===== src/rtl/svi_kbd_pkg.sv =====
// Shared definitions for the SVI-328 keyboard matrix converter.
// Holds the matrix geometry constants, the decoded-key record and the
// PS/2 set-2 scancode to SVI matrix position lookup.
package svi_kbd_pkg;

   localparam int SVI_ROWS  = 11;
   localparam int SHIFT_ROW = 6;
   localparam int SHIFT_COL = 0;

   typedef struct packed {
      logic       valid;
      logic [3:0] row;
      logic [2:0] col;
      logic       is_shift;
   } svi_key_t;

   // Maps {ext, code} to a matrix cell. The case items assign the position
   // as a single number row*8+col, so 17 means row 2 col 1 ('A').
   // E0-prefixed codes appear as 9'h1xx.
   function automatic svi_key_t svi_keymap(input logic ext, input logic [7:0] code);
      svi_key_t   k;
      logic [6:0] rc;
      logic       hit;
      hit = 1'b1;
      rc  = '0;
      k   = '0;
      case ({ext, code})
         9'h045: rc = 7'd0;   9'h016: rc = 7'd1;   9'h01E: rc = 7'd2;   9'h026: rc = 7'd3;
         9'h025: rc = 7'd4;   9'h02E: rc = 7'd5;   9'h036: rc = 7'd6;   9'h03D: rc = 7'd7;
         9'h03E: rc = 7'd8;   9'h046: rc = 7'd9;   9'h04C: rc = 7'd10;  9'h052: rc = 7'd11;
         9'h041: rc = 7'd12;  9'h055: rc = 7'd13;  9'h049: rc = 7'd14;  9'h04A: rc = 7'd15;
         9'h04E: rc = 7'd16;  9'h01C: rc = 7'd17;  9'h032: rc = 7'd18;  9'h021: rc = 7'd19;
         9'h023: rc = 7'd20;  9'h024: rc = 7'd21;  9'h02B: rc = 7'd22;  9'h034: rc = 7'd23;
         9'h033: rc = 7'd24;  9'h043: rc = 7'd25;  9'h03B: rc = 7'd26;  9'h042: rc = 7'd27;
         9'h04B: rc = 7'd28;  9'h03A: rc = 7'd29;  9'h031: rc = 7'd30;  9'h044: rc = 7'd31;
         9'h04D: rc = 7'd32;  9'h015: rc = 7'd33;  9'h02D: rc = 7'd34;  9'h01B: rc = 7'd35;
         9'h02C: rc = 7'd36;  9'h03C: rc = 7'd37;  9'h02A: rc = 7'd38;  9'h01D: rc = 7'd39;
         9'h022: rc = 7'd40;  9'h035: rc = 7'd41;  9'h01A: rc = 7'd42;  9'h054: rc = 7'd43;
         9'h05D: rc = 7'd44;  9'h05B: rc = 7'd45;  9'h066: rc = 7'd46;  9'h175: rc = 7'd47;
         9'h012, 9'h059:      rc = 7'd48;
         9'h014, 9'h114:      rc = 7'd49;
         9'h011: rc = 7'd50;  9'h111: rc = 7'd51;  9'h076: rc = 7'd52;  9'h007: rc = 7'd53;
         9'h05A: rc = 7'd54;  9'h16B: rc = 7'd55;
         9'h005: rc = 7'd56;  9'h006: rc = 7'd57;  9'h004: rc = 7'd58;  9'h00C: rc = 7'd59;
         9'h003: rc = 7'd60;  9'h16C: rc = 7'd61;  9'h170: rc = 7'd62;  9'h172: rc = 7'd63;
         9'h029: rc = 7'd64;  9'h00D: rc = 7'd65;  9'h171: rc = 7'd66;  9'h058: rc = 7'd67;
         9'h00B: rc = 7'd68;  9'h083: rc = 7'd69;  9'h174: rc = 7'd71;
         9'h070: rc = 7'd72;  9'h069: rc = 7'd73;  9'h072: rc = 7'd74;  9'h07A: rc = 7'd75;
         9'h06B: rc = 7'd76;  9'h073: rc = 7'd77;  9'h074: rc = 7'd78;  9'h06C: rc = 7'd79;
         9'h075: rc = 7'd80;  9'h07D: rc = 7'd81;  9'h079: rc = 7'd82;  9'h07B: rc = 7'd83;
         9'h07C: rc = 7'd84;  9'h14A: rc = 7'd85;  9'h071: rc = 7'd86;  9'h15A: rc = 7'd87;
         default: hit = 1'b0;
      endcase
      k.valid    = hit;
      k.row      = rc[6:3];
      k.col      = rc[2:0];
      k.is_shift = hit && !ext && (code == 8'h12 || code == 8'h59);
      return k;
   endfunction

endpackage


===== src/rtl/svi_key_matrix.sv =====
// PS/2 event to SVI-328 keyboard matrix converter.
// Ports:
//   clk       system clock
//   reset     synchronous active-high reset
//   keys      PS/2 event bus {toggle, make, ext, code[7:0]}
//   svi_row   row select from the console PPI
//   svi_col   registered column bits of the selected row
//   key_event one-cycle pulse when a mapped event updates the matrix
module svi_key_matrix
   import svi_kbd_pkg::*;
#(
   parameter int NUM_ROWS   = 11,
   parameter bit ACTIVE_LOW = 1'b1
) (
   input  logic        clk,
   input  logic        reset,
   input  logic [10:0] keys,
   input  logic [3:0]  svi_row,
   output logic [7:0]  svi_col,
   output logic        key_event
);

   localparam int         ROW_LIMIT = (NUM_ROWS < SVI_ROWS) ? NUM_ROWS : SVI_ROWS;
   localparam logic [7:0] IDLE_COL  = ACTIVE_LOW ? 8'hFF : 8'h00;

   logic                         toggle_prev;
   logic                         s0_valid, s0_pressed, s0_ext;
   logic [7:0]                   s0_code;
   svi_key_t                     s0_key;
   logic                         s1_valid, s1_pressed, s1_shift, s1_right;
   logic [3:0]                   s1_row;
   logic [2:0]                   s1_col;
   logic [SVI_ROWS-1:0][7:0]     matrix;
   logic                         shift_l, shift_r;
   logic [7:0]                   row_bits;

   // Event detect: a change on the toggle bit marks a new PS/2 event.
   // Loading the history during reset keeps the exit from reset quiet.
   always_ff @(posedge clk) begin
      toggle_prev <= keys[10];
      if (reset) begin
         s0_valid   <= 1'b0;
         s0_pressed <= 1'b0;
         s0_ext     <= 1'b0;
         s0_code    <= '0;
      end else begin
         s0_valid   <= keys[10] ^ toggle_prev;
         s0_pressed <= keys[9];
         s0_ext     <= keys[8];
         s0_code    <= keys[7:0];
      end
   end

   assign s0_key = svi_keymap(s0_ext, s0_code);

   // Lookup stage: unmapped codes are dropped here, and key_event is
   // registered so it lines up with the cycle the matrix is written.
   // The two shift keys share one cell, so remember which one this is.
   always_ff @(posedge clk) begin
      if (reset) begin
         s1_valid   <= 1'b0;
         s1_pressed <= 1'b0;
         s1_shift   <= 1'b0;
         s1_right   <= 1'b0;
         s1_row     <= '0;
         s1_col     <= '0;
         key_event  <= 1'b0;
      end else begin
         s1_valid   <= s0_valid & s0_key.valid;
         s1_pressed <= s0_pressed;
         s1_shift   <= s0_key.is_shift;
         s1_right   <= (s0_code == 8'h59);
         s1_row     <= s0_key.row;
         s1_col     <= s0_key.col;
         key_event  <= s0_valid & s0_key.valid;
      end
   end

   // Matrix write: shift keys go to their own flags so that releasing
   // one while the other is held leaves SHIFT asserted.
   always_ff @(posedge clk) begin
      if (reset) begin
         matrix  <= '0;
         shift_l <= 1'b0;
         shift_r <= 1'b0;
      end else if (s1_valid) begin
         if (s1_shift) begin
            if (s1_right) shift_r <= s1_pressed;
            else          shift_l <= s1_pressed;
         end else if (s1_row < 4'(ROW_LIMIT)) begin
            matrix[s1_row][s1_col] <= s1_pressed;
         end
      end
   end

   // Read mux: pressed state is kept active-high internally, the shift
   // cell is the OR of both flags, and unimplemented rows read idle.
   always_comb begin
      row_bits = '0;
      if (svi_row < 4'(ROW_LIMIT)) begin
         row_bits = matrix[svi_row];
         if (svi_row == 4'(SHIFT_ROW)) row_bits[SHIFT_COL] = shift_l | shift_r;
      end
   end

   // Registered read port; a same-cycle write is seen one cycle later.
   always_ff @(posedge clk) begin
      if (reset) svi_col <= IDLE_COL;
      else       svi_col <= ACTIVE_LOW ? ~row_bits : row_bits;
   end

endmodule


===== config.mk =====
export PLATFORM = sky130hd
export DESIGN_NAME = svi_key_matrix
export DESIGN_NICKNAME = d
export VERILOG_FILES = /design/src/rtl/svi_kbd_pkg.sv /design/src/rtl/svi_key_matrix.sv
export SDC_FILE = /design/constraint.sdc
export NUM_CORES = 1
export LEC_CHECK = 0
export ABC_AREA = 1
export CORE_MARGIN = 1.5
export CORE_UTILIZATION = 55
export CTS_CLUSTER_SIZE = 8
export DETAILED_ROUTE_END_ITERATION = 8
export PLACE_DENSITY = 0.78
export SYNTH_ARGS = -nofsm -noshare
export SYNTH_HDL_FRONTEND = slang
export SYNTH_SLANG_ARGS = --single-unit

===== constraint.sdc =====
create_clock -name clk -period 1.8 [get_ports clk]
set_clock_uncertainty 0.05 [all_clocks]
set_input_delay 0.36 -clock clk [delete_from_list [all_inputs] [get_ports clk]]
set_output_delay 0.36 -clock clk [all_outputs]
set_load 0.01 [all_outputs]

Word-level counts from Yosys, hierarchy flattened
Cells that the tools add are included.
Word-level totals
  bits in registers: 121
  input port bits: 17
  output and inout port bits: 9
Operators by class
  $lt $le $gt $ge: 7
  equal/unequal tests: 92
  mux-type cells: 11
  bitwise logic cells: 6
  reductions and logical operators: 12
Operators by type and width (number)
  7-bit one-hot mux with 86 select lines: 1
  9-bit by 7-bit equality test with 1-bit output (second input constant): 36
  9-bit by 6-bit equality test with 1-bit output (second input constant): 23
  9-bit equality test (second input constant): 11
  9-bit by 5-bit equality test with 1-bit output (second input constant): 10
  89-bit OR reduction: 1
  88-bit bitwise mux: 1
  9-bit by 3-bit equality test with 1-bit output (second input constant): 4
  8-bit binary-select mux with 4-bit select: 1
  8-bit demux with 4-bit select: 1
  9-bit by 4-bit equality test with 1-bit output (second input constant): 3
  8-bit 2-to-1 mux: 3
  4-bit by 5-bit less-than comparator with 1-bit output (second input constant): 2
  9-bit by 2-bit equality test with 1-bit output (second input constant): 1
  9-bit by 8-bit equality test with 1-bit output (second input constant): 1
  3-bit AND reduction: 3
  8-bit by 5-bit equality test with 1-bit output (second input constant): 1
  8-bit by 7-bit equality test with 1-bit output (second input constant): 1
  4-bit less-than comparator (second input constant): 2
  8-bit NOT: 1
  4-bit by 3-bit equality test with 1-bit output (second input constant): 1
  4-bit by 1-bit greater-or-equal comparator with 1-bit output (second input constant): 1
  1-bit logical AND: 4
  3-bit by 4-bit less-than comparator with 1-bit output (second input constant): 1
  other kinds (10): 14

Depth between registers and ports, before layout
  depth after elaboration: 7
  gate-level depth with buffers: 14
  depth with buffers taken out: 14

Worst setup path before layout
OpenSTA, ideal clock, no wires.
  kind: register -> register
  start point: register s0_code[7]
  end point: register s1_row[1]
  setup time: 0.118 ns
  arrival time: 1.481 ns
  data required time: 1.632 ns
  path slack: 0.151 ns
  stages on the path, launching flop included: 14
  cells stage by stage: dfxtp_1 inv_1 nand2_4 nor2_4 nand2_1 nor2_1 nor2_1 nand2_1 nor2_1 nand2_1 nor2_1 nand3_1 nand2_2 nor2_1
Between the ends
  longest elaborated chain between the ends: 3
RTL lines
  from (decl): line svi_key_matrix.sv:28  | logic [7:0] s0_code;
  from (signal assigned): line svi_key_matrix.sv:50  | s0_code <= keys[7:0];
  9-bit by 5-bit equality test with 1-bit output, or another cell as far along: line svi_kbd_pkg.sv:27  | case ({ext, code})
  2-bit OR reduction
  7-bit one-hot mux with 86 select lines (*): line svi_kbd_pkg.sv:27
  to (signal assigned): line svi_key_matrix.sv:73  | s1_row <= s0_key.row;
  to (decl): line svi_key_matrix.sv:31  | logic [3:0] s1_row;
Mark *: on every way between the ends. The rest lies on a longest branch, timed or not.
A chain may end at the register's enable or synchronous reset.

Worst setup path after layout
  start point: register s0_code[7]
  end point: register s1_row[2]
Same word-level chain as after synthesis.

==> metrics.txt <==
Final Hold Vio Count 0; Mapped Area 6650 um^2; initial core utilization 0.572; Pwr Density 718 nW/um^2; Area growth syn-to-layout 45.5%; CP arrival 2.26 ns; Yosys top cell area share 0.362; Hold Crit Start reset; Skew-Pair Late Insertion Delay 0.43 ns; Comb pwr share 0.120; CTS H-Tree Depth 4; Clk pwr share 0.489; Fmax about 510 MHz; VDD IR-drop max ~0.0007 V; via count 8,671; slowest CP cell dfxtp_2; internal power 5.10 mW; Post-synth ARST share 0; Tcrit/Tclk final 1.08; syn_area_per_cell approximately 6.4 um^2; Pins Over Slew Limit 0; reg2reg setup slack -0.15 ns; top cells by area, synth dfxtp_1, nor2_1, nor3_1; first-pass GRT wire length 42.3 mm; Stages on worst setup path 13; Slew HR 0.654; Total Routed Length 27.9 mm; # hold bufs at CTS 0; die area 12,800 um^2; crit start category flop; vias in the first global route 7,996; TritonRoute pass-1 iters 6; post-synthesis sequential area ratio 0.362; EDFF count, synth 0; DRC Markers 0; crit end category flop; Worst Path Required 2.11 ns; dpl cells roughly 1,300; commonest non-fill, non-tap cell in the layout buf_4; root buf cell clkbuf_16; DR iter-0 viols roughly 1,500; deepest clock path buffer count 2; Yosys warnings 0; layout cells sized above 1 0.337; status finished with violations; GP Congestion 1.03; Unique masters post-synth 41; hold path endpoint s0_code[3]; capturing point of the worst reg2reg path s1_row[2]; worst reg-to-reg path cell count 13; critical path's top delay family simple AND/OR/NAND/NOR gates; die extent in y about 110 um; crit path cell chain buf_6, nor2_4, nand2_2, nor2_4, buf_6, nand2_4, nand3_4, nor2_4, buf_4, buf_4, nand3_1, nor2_1, nor2_1; Sequential Power Share 0.391; top-level I/O count 26; unrepaired setup endpoints after global routing yes; slowest stage delay, CP 0.33 ns; CTS tree done; Syn Inst Count 1,043; critical path type reg2reg; Top FF cell, synth dfxtp_1; static leakage 4.13 nW; grt total ovfl 0; # port buffers 25; Vias/cell 6.29; Max Fanout on Critical Path 7; ANT nets after route 0; type of the worst min-delay path in2reg; net load switching power 1.84 mW; failing checks negative setup slack; clock transition at the registers of the reported paths approximately 0.06 ns; Buf/Inv on CP 4; Worst Tran Pin Value just over 0.5 ns; n_diodes 0; average wire per standard cell 20.2 um; FP Rows 39; switching share of power 0.265; CTS buffer count 17; Synthesized Nets 1,060; max_cap viols 0; largest net degree at the start of global routing 86; CTS Sinks 120; Final min period 1.95 ns; Core Region 11,600 um^2; most frequent cells in the layout buf_4, nor2_1, dfxtp_1; Hold Crit Depth 2; nets 1,240; Non-Filler Instances 1,379; Crit path top cell by count nor2_4; register bit total from synthesis 120; Final setup viols 8; initial antenna violation count 0; Setup WS post-layout -0.145 ns; Die X 113 um; r2r startpoint s0_code[7]; post-DP HPWL ~19 mm; setup TNS -1.05 ns; dominant cell type by area after synthesis dfxtp_1; global-route usage over all layers 0.429
-- power by group through the flow --
stage / Sequential, mW / Combinational [mW] / Clock [mW]
final: 2.72 / 0.831 / 3.39
after detailed placement: 2.77 / 0.663 / 0
after floorplan: 2.77 / 0.339 / 0
after global routing: 2.72 / 0.870 / 3.49
after CTS: 2.71 / 0.729 / 3.37
after global placement: 2.77 / 0.659 / 0
-- worst reg2reg max path: cells and delay by family (launching register included) --
kind	cells	cell delay [ns]
buffers and inverters	4	0.54
flip-flops	1	0.33
AND/OR/NAND/NOR	9	0.96
-- synthesized netlist by cell type (2+ instances only) --
cell / n
nor2_1: 160
nand2_1: 153
dfxtp_1: 120
nor3_1: 119
a21oi_1: 98
nand3_1: 91
o21ai_0: 91
inv_1: 81
clkbuf_1: 45
a22oi_1: 11
nand4_1: 9
buf_2: 6
inv_2: 5
nor2_2: 5
nor3b_1: 5
nand2_2: 4
and2_1: 3
nor2_4: 3
o2111ai_1: 3
o211ai_1: 3
a211oi_1: 2
a221oi_1: 2
a22o_1: 2
a2bb2oi_1: 2
nand3_2: 2
o21ai_1: 2
o22ai_1: 2
-- final cells by class --
| type | count | area (um^2) |
|---|---|---|
| Multi-Input combinational cell | 784 | 4400 |
| Sequential cell | 120 | 2430 |
| Fill cell | 752 | 1950 |
| Timing Repair Buffer | 213 | 1730 |
| Clock buffer | 21 | 460 |
| Inverter | 87 | 344 |
| Tap cell | 143 | 179 |
| Clock inverter | 11 | 124 |
-- flip-flops by register name, summed over array words and instances, names as in the netlist --
signal       count
matrix          87
s0_code          8
svi_col          8
s1_row           4
s1_col           3
s0_ext           1
s0_pressed       1
s0_valid         1
s1_pressed       1
s1_right         1
s1_shift         1
s1_valid         1
shift_l          1
shift_r          1
toggle_prev      1
-- logic make-up after synthesis --
| logic type | Yosys count | synth area share |
|---|---|---|
| buf+inv | 139 | 0.0796 |
| xor+xnor | 1 | 0.00132 |
| flops | 120 | 0.362 |
| mux | 1 | 0.00151 |
| simple gates | 558 | 0.373 |
| compound gates | 224 | 0.183 |
-- through the flow --
| step | power (mW) | cell area [um^2] | hold slack, ns | worst slack (ns) | util |
|---|---|---|---|---|---|
| floorplan | 3.10 | 6650 | 0.338 | 0.151 | - |
| global placement | 3.43 | 8230 | 0.344 | -0.339 | 0.709 |
| detailed placement | 3.43 | 8230 | 0.344 | -0.349 | 0.709 |
| CTS | 6.81 | 9220 | 0.226 | -0.0644 | 0.794 |
| global route | 7.08 | 9670 | 0.235 | -0.214 | 0.832 |
| finish | 6.94 | 9670 | 0.227 | -0.145 | 0.832 |
-- metal layers --
layer / part of all wire / up-vias / track usage
met5: 0 / - / 0
li1: - / 3893 / -
met1: 0.40 / 3996 / 0.599
met4: 0.026 / 0 / 0.139
met3: 0.14 / 89 / 0.116
met2: 0.43 / 693 / 0.648
-- worst max path at each step --
stage	startpoint	to
2_1_floorplan	s0_code[7]	s1_row[1]
3_3_place_gp	s0_code[4]	s1_col[1]
3_5_place_dp	s0_code[4]	s1_col[1]
4_1_cts	s0_code[7]	s1_col[1]
5_1_grt	s0_ext	s1_col[0]
6_report	s0_code[7]	s1_row[2]
-- repair_timing --
item	CTS	global route
resized for setup	119	129
setup buffers	6	7
cloned	0	1
pin swaps	31	28
hold endpoints to repair	0	0
endpoints found under the setup margin	13	88
Power figures use the tool's default switching activity.
